**src/rtl/hs_burst_source.sv**
```systemverilog
// Valid/ready burst transmitter: one command (base, len) yields len incrementing words with last/done.
// Optional stall counter output enabled by defining HS_BURST_SOURCE_STALL_CNT_EN.
module hs_burst_source #(
  parameter int WORD_WIDTH = 10,
  parameter int LEN_WIDTH  = 8
) (
  input  logic                  clock,
  input  logic                  clear_n,
  input  logic                  cmd_valid,
  output logic                  cmd_ready,
  input  logic [WORD_WIDTH-1:0] cmd_base,
  input  logic [LEN_WIDTH-1:0]  cmd_len,
  output logic                  output_valid,
  input  logic                  output_ready,
  output logic [WORD_WIDTH-1:0] output_data,
  output logic                  output_last,
  output logic                  busy,
  output logic                  done
`ifdef HS_BURST_SOURCE_STALL_CNT_EN
  ,
  output logic [15:0]           stall_count
`endif
);

  typedef enum logic {
    IDLE = 1'b0,
    SEND = 1'b1
  } state_e;

  localparam logic [LEN_WIDTH-1:0]  REM_ONE  = LEN_WIDTH'(1);
  localparam logic [LEN_WIDTH-1:0]  REM_TWO  = LEN_WIDTH'(2);
  localparam logic [WORD_WIDTH-1:0] WORD_ONE = WORD_WIDTH'(1);

  state_e                  state_q, state_d;
  logic [WORD_WIDTH-1:0]   data_q, data_d;
  logic [LEN_WIDTH-1:0]    rem_q, rem_d;
  logic                    last_q, last_d;
  logic                    done_q, done_d;
  logic                    cmd_fire;
  logic                    out_fire;

  // cmd_ready depends only on registered state, so no path from cmd_valid.
  assign cmd_ready = (state_q == IDLE);
  assign cmd_fire  = cmd_valid && cmd_ready;
  assign out_fire  = (state_q == SEND) && output_ready;

  always_ff @(posedge clock or negedge clear_n) begin
    if (!clear_n) begin
      state_q <= IDLE;
      data_q  <= '0;
      rem_q   <= '0;
      last_q  <= 1'b0;
      done_q  <= 1'b0;
    end else begin
      state_q <= state_d;
      data_q  <= data_d;
      rem_q   <= rem_d;
      last_q  <= last_d;
      done_q  <= done_d;
    end
  end

  always_comb begin
    state_d = state_q;
    data_d  = data_q;
    rem_d   = rem_q;
    last_d  = last_q;
    done_d  = 1'b0;
    unique case (state_q)
      IDLE: begin
        if (cmd_fire) begin
          if (cmd_len == '0) begin
            done_d = 1'b1;
          end else begin
            state_d = SEND;
            data_d  = cmd_base;
            rem_d   = cmd_len;
            last_d  = (cmd_len == REM_ONE);
          end
        end
      end
      SEND: begin
        if (out_fire) begin
          if (rem_q == REM_ONE) begin
            state_d = IDLE;
            rem_d   = '0;
            last_d  = 1'b0;
            done_d  = 1'b1;
          end else begin
            // Data wraps naturally at the word width.
            data_d = data_q + WORD_ONE;
            rem_d  = rem_q - REM_ONE;
            last_d = (rem_q == REM_TWO);
          end
        end
      end
      default: begin
        state_d = IDLE;
      end
    endcase
  end

  assign output_valid = (state_q == SEND);
  assign busy         = (state_q == SEND);
  assign output_data  = data_q;
  assign output_last  = last_q;
  assign done         = done_q;

`ifdef HS_BURST_SOURCE_STALL_CNT_EN
  logic [15:0] stall_q, stall_d;

  // Cleared on accept, saturating, and held in IDLE for readback after a burst.
  always_comb begin
    stall_d = stall_q;
    if (cmd_fire) begin
      stall_d = '0;
    end else if (output_valid && !output_ready && (stall_q != 16'hFFFF)) begin
      stall_d = stall_q + 16'd1;
    end
  end

  always_ff @(posedge clock or negedge clear_n) begin
    if (!clear_n) begin
      stall_q <= '0;
    end else begin
      stall_q <= stall_d;
    end
  end

  assign stall_count = stall_q;
`endif

endmodule

```
**config.mk**
```make
export PLATFORM = sky130hd
export DESIGN_NAME = hs_burst_source
export DESIGN_NICKNAME = d
export VERILOG_FILES = /design/src/rtl/hs_burst_source.sv
export SDC_FILE = /design/constraint.sdc
export NUM_CORES = 1
export LEC_CHECK = 0
export ABC_AREA = 1
export BUFFER_PORTS_ARGS = -buffer_cell sky130_fd_sc_hd__buf_2
export CAP_MARGIN = 20
export CORE_MARGIN = 4
export CORE_UTILIZATION = 45
export DETAILED_ROUTE_END_ITERATION = 12
export PLACE_DENSITY = 0.69
export SYNTH_ARGS = -nofsm -noshare
export SYNTH_HDL_FRONTEND = slang
export SYNTH_SLANG_ARGS = --single-unit
```
**constraint.sdc**
```tcl
create_clock -name clock -period 1.9 [get_ports clock]
set_input_delay 0.19 -clock clock [delete_from_list [all_inputs] [get_ports clock]]
set_output_delay 0.19 -clock clock [all_outputs]
set_load 0.05 [all_outputs]
```
# Yosys cells after proc, flatten, opt, wreduce, memory -nomap -nowiden
# Index checks and enable logic that the tools add are counted.
[op_classes] addsub=2 n_eq_ne=7 muxes=25 bitwise=1 n_reduce_logical=5
[op_table] cell="10-bit two-way mux" count=4
[op_table] cell="8-bit two-way mux" count=4
[op_table] cell="10-bit one-hot mux with 2 select lines" count=1
[op_table] cell="8-bit by 1-bit == test with 1-bit output, second input constant" count=2
[op_table] cell="8-bit one-hot mux with 2 select lines" count=1
[op_table] cell="1-bit two-way mux" count=12
[op_table] cell="10-bit by 1-bit adder with 10-bit output, second input constant" count=1
[op_table] cell="8-bit by 2-bit == test with 1-bit output, second input constant" count=1
[op_table] cell="8-bit logical NOT" count=1
[op_table] cell="8-bit by 1-bit subtractor with 8-bit output, second input constant" count=1
[op_table] cell="1-bit one-hot mux with 2 select lines" count=3
[op_table] cell="2-bit by 1-bit != test with 1-bit output, second input constant" count=2
[op_table] cell="2-bit != test, second input constant" count=2
[op_table] cell="4-bit AND reduction" count=1
[op_table] cell="3-bit AND reduction" count=1
[op_table] cell="1-bit logical AND" count=2
[op_table] cell="1-bit NOT" count=1
[totals] register_bits=21 inputBits=22 out_inout_bits=15 word_cells=45

# Longest topological paths before layout
# Gate-level depths: netlist of the first run.
[logic_depth] ltp_word=4 ltp_mapped=10 ltp_nobuf=9

# Worst setup path before layout of the first run
# No wires, ideal clock.
[synth_timing] path_kind="register to register" from="reg state_q, in the netlist busy" to="reg data_q[0], in the netlist output_data[0]" setup_time_ns=0.119 arrival_ns=1.515 setup_slack_ns=0.266 path_stages_with_launch=7 path_buffers=2 period_less_slack_ns=1.634 cell_sequence="dfrtp_1 -> buf_2 -> inv_2 -> buf_2 -> o21ai_0 -> nand2_1 -> o21ai_2"
[synth_via] elab_chain_cells=4
[synth_rtl] item="start: declaration" line="34" source="state_e state_q, state_d;"
[synth_rtl] item="start signal: assignment" line="55" source="state_q <= state_d;"
[synth_rtl] item="1-bit NOT (*)"
[synth_rtl] item="via cmd_ready" line="10" source="output logic cmd_ready,"
[synth_rtl] item="1-bit logical AND" line="44" source="assign cmd_fire = cmd_valid && cmd_ready;"
[synth_rtl] item="2-bit by 1-bit != test with 1-bit output (no line)"
[synth_rtl] item="4-bit AND reduction (no line)"
[synth_rtl] item="end signal: assignment" line="56" source="data_q <= data_d;"
[synth_rtl] item="end: declaration" line="35" source="logic [WORD_WIDTH-1:0] data_q, data_d;"
# The timed path passes the listed nets; every way through them passes the cells marked *.
# A chain may end at the register's enable or synchronous reset.

# Worst setup path in the final report of the first run
[layout_timing] from="reg state_q, in the netlist busy" to="out cmd_ready"
[layout_via] elab_chain_cells=1
[layout_rtl] item="1-bit NOT"
[layout_rtl] item="end: declaration" line="10"
# No other way between the ends.

==> reports/qor.txt, run 1 <==
Fin crit period - 1657 ps
Synthesized cell area - 1589 sq um
Sequential share of the synthesized area - 0.3307
Synth Flop Type - dfrtp_1
Clk slew on worst S/H paths - 130 ps
Hold Crit Class - in -> reg
Detail-routed net length per standard cell - 11.74 um
Final core occ - 0.5450
Data arrival time of the worst path - 1470 ps
Switch Pwr - 1.793 mW
Rel. slew slack - 0.6719
Crit-path cells - inv_2 > buf_2
Seq cells post-synth - 21
Final setup viols - 0
Crit Reg-Reg Startpoint - rem_q[1]$_DFFE_PN0P_
Fillers - 363
Initial antenna violation count - 0
Crit. End Element - output pin
First-pass GRT wire length - 6.306 mm
CP Buf/Inv Count - 2
R2R setup slack - 350 ps
Power Total - 3.141 mW
Root Buffer - clkbuf_4
Top post-synthesis cells by area - dfrtp_1 33%, nand2_1 21%, nand3_1 8.8%
Comb pwr share - 0.641
Reg2reg path depth - 9
Post-synth EDFFs - 0
Post-synth ARST share - 1.000
Synth top area share - 0.3307
Total I/O pin count - 37
Rows - 21
Crit path launch type - flop
Post-synth top cells - 91 x nand2_1, 28 x nand3_1, 21 x dfrtp_1, 21 x inv_1, 13 x nor2_1
Die area - 4546 sq um
Port bufs - 36
Post-synth cell types - 25
Crit path largest cell delay - 520 ps
Cell taking the most area after synthesis - dfrtp_1
RR Endpoint - output_data[0]$_DFFE_PN0P_
Number of inserted diodes - 0
Crit Path Class - reg -> out
Total number of vias - 1,544
Critical path's slowest cell - dfrtp_1
Post-route ant nets - 0
Final-report hold violation count - 0
Fin. max-slew vios - 0
Initial Util - 0.4725
Vias in the first global route - 1,372
Initial DRC Count - 111
Most frequent cell after synthesis - nand2_1
Leakage power - 1.005 nW
Hold wc startpoint - cmd_base[1]
Switching share of power - 0.5708
Detailed Place HPWL - 2.804 mm
Synth warn - 0
Clock sink total - 21
Final #Nets - 298
Post-CTS setup buffer count - 0
Period utilisation layout - 0.8723
GRT Overall Usage - 0.1795
Core Region - 3363 sq um
Clk_lat worst skew - 310 ps
Hold Path Depth - 5
Crit path max fanout - 17
Placed cells - 312
Syn-to-layout area delta - 15.35%
RD Place Congestion - 0.8557
Worst-Margin Slew - 492.1 ps
Worst Hold End - output_data[1]$_DFFE_PN0P_
PwrDens - 1714 nW/um^2
Final TNS setup - 0 ps
Required @ worst endpoint - 1710 ps
Finished Layout Cells - 317
Critical path's top delay family - buffers and inverters
Max-cap violations - 0
DRC viols - 0
Vias per Instance - 4.871
DIE WIDTH - 67.43 um
Max clock buf depth - 2
Average cell area after synthesis - 6.791 sq um
Share of cells above drive strength 1 - 0.2583
Total global routing overflow - 0
Int Pwr - 1.348 mW
CTS tree - done
Worst VDD drop - 0.0007391 V
Clock skew - 1.462 ps
Mapped Nets - 260
Drt total wl - 3.722 mm
Largest net degree at the start of global routing - 22
Run status - completed
Router iterations before antenna repair - 4
Clock network power share - 0.076
Seq pwr share - 0.283
Cts bufs inserted - 3
Die extent in y - 67.43 um
Syn Inst Count - 234
Max Fclk - 603.4 MHz
H-tree Lvls - 1
RSZ-0062 raised after global routing - no
per-stage QoR:
step,area (sq um),worst slack (ps),hold WS (ps)
3_3_place_gp,1797,389.1,183.9
3_5_place_dp,1797,370.1,182.5
6_report,1833,242.6,154.0
2_1_floorplan,1589,265.5,-105.6
4_1_cts,1833,256.1,164.8
5_1_grt,1833,180.0,189.4
cells by family after synthesis:
kind of cell,count (synthesis),synth area share
AO/OA/AOI/OAI,17,0.07402
buffers and inverters,32,0.09212
flip-flops,21,0.3307
AND/OR/NAND/NOR,158,0.4606
adder cells (fa/ha/maj),4,0.03150
XOR/XNOR,2,0.01103
how the worst max path moves through the flow:
stage / start / cells after the start / to
global placement: rem_q[1]$_DFFE_PN0P_ / 9 / output_data[4]$_DFFE_PN0P_
detailed placement: rem_q[1]$_DFFE_PN0P_ / 9 / output_data[0]$_DFFE_PN0P_
CTS: busy$_DFF_PN0_ / 2 / cmd_ready
floorplan: busy$_DFF_PN0_ / 6 / output_data[0]$_DFFE_PN0P_
global route: busy$_DFF_PN0_ / 2 / cmd_ready
finish: busy$_DFF_PN0_ / 2 / cmd_ready
power by group through the flow:
| stage | combinational [mW] | sequential (mW) | clock (mW) |
|---|---|---|---|
| floorplan | 1.30 | 1.21 | 0 |
| global placement | 2.00 | 0.891 | 0 |
| detailed placement | 2.01 | 0.897 | 0 |
| CTS | 2.02 | 0.885 | 0.229 |
| global route | 2.26 | 0.925 | 0.248 |
| finish | 2.01 | 0.890 | 0.237 |
tightest hold or removal path: cells and delay by family:
family	cells	cell delay (ps)
buffers and inverters	1	80
and+or+nand+nor	4	170
layer usage:
| metal | part of all wire | global-route usage | wire length, um |
|---|---|---|---|
| met1 | 0.52 | 0.2726 | 1944 |
| met4 | 0.0083 | 0.04557 | 31 |
| met2 | 0.43 | 0.2687 | 1586 |
| met5 | 0 | 0 | 0 |
| met3 | 0.043 | 0.01997 | 160 |
registers in the layout, indices dropped and copies added (netlist names):
register,cells
output_data,10
output_last,1
busy,1
rem_q,8
done,1
final cells by class:
| cell class | instances | area [sq um] | area share |
|---|---|---|---|
| inverter | 25 | 93.84 | 0.05119 |
| timing repair buffer | 40 | 212.7 | 0.1160 |
| tap | 46 | 57.56 | 0.03140 |
| sequential | 21 | 525.5 | 0.2867 |
| multi-input combinational | 181 | 917.1 | 0.5003 |
| clock buffer | 4 | 26.28 | 0.01433 |
layout by cell type, fill, tap and decap left out, drive strengths merged:
cell type    instances
xor2                 1
dfrtp               21
dlygate4sd3          1
buf                 39
o21ai               15
or2                  5
nand4                6
ha                   4
inv                 25
clkbuf               4
o31ai                1
nor2                18
a21oi                1
nand2               96
xnor2                1
nand3b               2
nand3               31
what timing repair did:
| action | 4_1_cts | 5_1_grt |
|---|---|---|
| hold buffers | 1 | 0 |
| endpoints found under the hold margin | 21 | 0 |
| setup endpoints to repair | 0 | 0 |
| gates resized for setup | 0 | 0 |
Power figures use the tool's default switching activity.
==> run 2: changes to the inputs <==
ABC_AREA = 0   (was 1)
PLACE_DENSITY = 0.7   (was 0.69)
==> run 2 against run 1 <==
  * Wire length increased by 5.7%
  * Combinational power decreased by 13%
  * Non-clock buffer count rose by 7
  * Via count shrank 5.4%
  * Worst setup slack worse by 150 ps
  * Critical path type is now reg -> reg
  * Largest cell class unchanged
  * Highest routed layer unchanged
==> reports/qor.txt, run 2 <==
Largest net degree at the start of global routing - 27 (+23%)
RSZ-0062 raised after global routing - no
Average cell area after synthesis - 8.938 sq um (+32%)
Most common cell after layout, fill and taps aside - buf_2
Met3 Track Usage GR - 0.03163 (+0.01167)
CP Buf/Inv Count - 1 (-1)
Mapped Nets - 186 (-28%)
Drt total wl - 3.933 mm (+5.7%)
Data arrival time of the worst path - 2010 ps (+540 ps)
Syn Inst Count - 160 (-32%)
Synth top area share - 0.3675 (+0.03675)
Synth Area in Compound Gates - 0.2625 (+0.1885)
DRC viols - 0 (unchanged)
DIE WIDTH - 64.38 um (-4.5%)
Initial antenna violation count - 0 (unchanged)
Clk slew on worst S/H paths - 130 ps (about the same)
R2R setup slack - 100 ps (-250 ps)
Number of inserted diodes - 0 (unchanged)
Total I/O pin count - 37 (unchanged)
Initial Util - 0.4684 (-0.004027)
H-tree Lvls - 1 (unchanged)
Required @ worst endpoint - 2110 ps (+400 ps)
Synth warn - 0 (unchanged)
Leakage power - 0.7921 nW (-21%)
Power Total - 2.815 mW (-10%)
Post-synthesis xor/xnor area fraction - 0 (-0.01102)
Crit Path Class - reg -> reg
RD Place Congestion - 0.8544 (-0.15%)
Sequential share of the synthesized area - 0.3675 (+0.03675)
Fin. max-slew vios - 0 (unchanged)
Top post-synthesis cells by area - dfrtp_1 37%, nand3_1 3.8%, ha_1 3.5%
Hold Crit Class - in -> reg
Die area - 4144 sq um (-8.8%)
Commonest non-fill, non-tap cells in the layout - 36 x buf_2, 21 x dfrtp_1, 11 x nor2_1, 11 x nand3_1
Post-synth EDFFs - 0 (unchanged)
Worst-Margin Slew - 480.5 ps (-11.62 ps)
Total global routing overflow - 0 (unchanged)
Die extent in y - 64.38 um (-4.5%)
Most frequent cell after synthesis - dfrtp_1
Syn-to-layout area delta - 22.05%
Simple-gate share of the synthesized area - 0.2625 (-0.1982)
Final #Nets - 231 (-22%)
Largest family of logic cells by synthesized area - compound AO/OA/AOI/OAI gates
Crit path launch type - flop
GRT Overall Usage - 0.2021 (+0.02253)
Rel. slew slack - 0.6797 (+0.007744)
Vias per Instance - 5.887 (+21%)
Design Area, Final - 1745 sq um (-4.8%)
PwrDens - 1613 nW/um^2 (-5.9%)
Detailed Place HPWL - 2.907 mm (+3.7%)
Grt peak-use layer - met2
DP Area - 1688 sq um (-6.1%)
Synth Flop Type - dfrtp_1
Router iterations before antenna repair - 5 (+1)
Crit. End Element - flop
Post-route ant nets - 0 (unchanged)
Root Buffer - clkbuf_4
Worst VDD drop - 0.0007063 V (-4.4%)
Run status - completed
Initial DRC Count - 158 (+42%)
Final-report hold violation count - 0 (unchanged)
Vias in the first global route - 1,411 (+2.8%)
Period utilisation layout - 0.9488 (+0.07646)
Clock sink total - 21 (unchanged)
Crit path largest cell delay - 430 ps (-90 ps)
Cell taking the most area after synthesis - dfrtp_1
Port bufs - 36 (unchanged)
Adder-Cell Fraction of Synth Area - 0.03500 (+0.003500)
Clock skew - 2.345 ps (+0.8829 ps)
Critical path's top delay family - simple AND/OR/NAND/NOR gates
Crit-path cells - inv_1 > ha_1 > or3b_4 > o21ai_4 > nor3b_1 > a221o_1
Final setup viols - 0 (unchanged)
Total number of vias - 1,460 (-5.4%)
Detail-routed net length per standard cell - 15.86 um (+35%)
Share of cells above drive strength 1 - 0.3137 (+0.05542)
Core Region - 3053 sq um (-9.2%)
Critical path's slowest cell - dfrtp_1
Synthesized cell area - 1430 sq um (-10%)
Max clock buf depth - 2 (unchanged)
CTS tree - done
Post-synth ARST share - 1.000 (unchanged)
Met2 usage in global routing - 0.3299 (+0.06119)
First-pass GRT wire length - 6.665 mm (+5.7%)
Clk_lat worst skew - 310 ps (about the same)
GR Util met1 - 0.2795 (+0.006842)
Post-synth top cells - 21 x dfrtp_1, 11 x nand3_1, 11 x nor2_1, 10 x inv_1, 10 x nor3_1
Max Fclk - 554.7 MHz (-8.1%)
Crit path max fanout - 7 (-10)
Rows - 20 (-4.8%)
Max-cap violations - 0 (unchanged)
Seq cells post-synth - 21 (unchanged)
Final TNS setup - 0 ps (unchanged)
Fin crit period - 1803 ps (+145.3 ps)
Max reg flops - 10 (unchanged)
Mux cell area share after synthesis - 0.01750 (+0.01750)
Cts bufs inserted - 3 (unchanged)
Post-synth cell types - 47 (+88%)
==> run 2: report_power, final <==
| group | internal, mW | total (mW) | switching, mW |
|---|---|---|---|
| Sequential | 0.632 | 0.832 | 0.201 |
| Combinational | 0.634 | 1.75 | 1.12 |
| Clock | 0.0787 | 0.230 | 0.151 |
| Total | 1.34 | 2.82 | 1.47 |
==> run 2: cell type report <==
class / instances / area (sq um)
Clock inverter: 1 / 5.005
Clock buffer: 3 / 22.52
Inverter: 11 / 41.29
Fill cell: 299 / 1308
Sequential cell: 21 / 525.5
Timing Repair Buffer: 47 / 265.3
Multi-Input combinational cell: 121 / 830.8
Tap cell: 44 / 55.05
==> run 2: worst reg2reg max path, delay by kind of cell (launching register included) <==
kind | cells | cell delay [ps]
AO/OA/AOI/OAI | 2 | 510
flip-flops | 1 | 430
AND/OR/NAND/NOR | 2 | 510
buffers and inverters | 1 | 90
adder cells (fa/ha/maj) | 1 | 170
==> run 2: routing by layer <==
| metal | routed length [um] | part of all wire |
|---|---|---|
| met5 | 0 | 0 |
| met4 | 25 | 0.0064 |
| met3 | 312 | 0.079 |
| met2 | 1863 | 0.47 |
| met1 | 1731 | 0.44 |
==> run 2: stage by stage <==
stage	setup slack (ps)	hold slack, ps	cells	utilization
after floorplan	45.97	-105.6	160	-
after global placement	76.22	184.0	241	0.5529
after detailed placement	-12.88	185.3	241	0.5529
after CTS	15.21	119.3	248	0.5709
after global routing	2.520	112.3	248	0.5717
final	97.32	129.2	248	0.5717
==> run 2: path summary, 6_finish.rpt <==
| path | end | startpoint | depth (start not counted) |
|---|---|---|---|
| max | rem_q[2]$_DFFE_PN0P_ | rem_q[1]$_DFFE_PN0P_ | 6 |
| min | rem_q[2]$_DFFE_PN0P_ | cmd_len[2] | 2 |
| max reg2reg | rem_q[2]$_DFFE_PN0P_ | rem_q[1]$_DFFE_PN0P_ | 6 |
| min reg2reg | output_data[8]$_DFFE_PN0P_ | output_data[8]$_DFFE_PN0P_ | 2 |
| max in group asynchronous | output_last$_DFFE_PN0P_ | clear_n | 2 |
| min in group asynchronous | output_data[9]$_DFFE_PN0P_ | clear_n | 2 |
==> run 2: what timing repair did <==
item	CTS	global route
pin swaps	1	0
hold buffers	1	0
buffers inserted	2	0
setup endpoints to repair	5	2
endpoints found under the hold margin	21	0
resized for setup	1	1
==> run 2: cell families after synthesis <==
| kind of cell | Yosys count |
|---|---|
| AO/OA/AOI/OAI | 49 |
| adder cells (fa/ha/maj) | 4 |
| buffers and inverters | 18 |
| flip-flops | 21 |
| multiplexers | 2 |
| AND/OR/NAND/NOR | 66 |
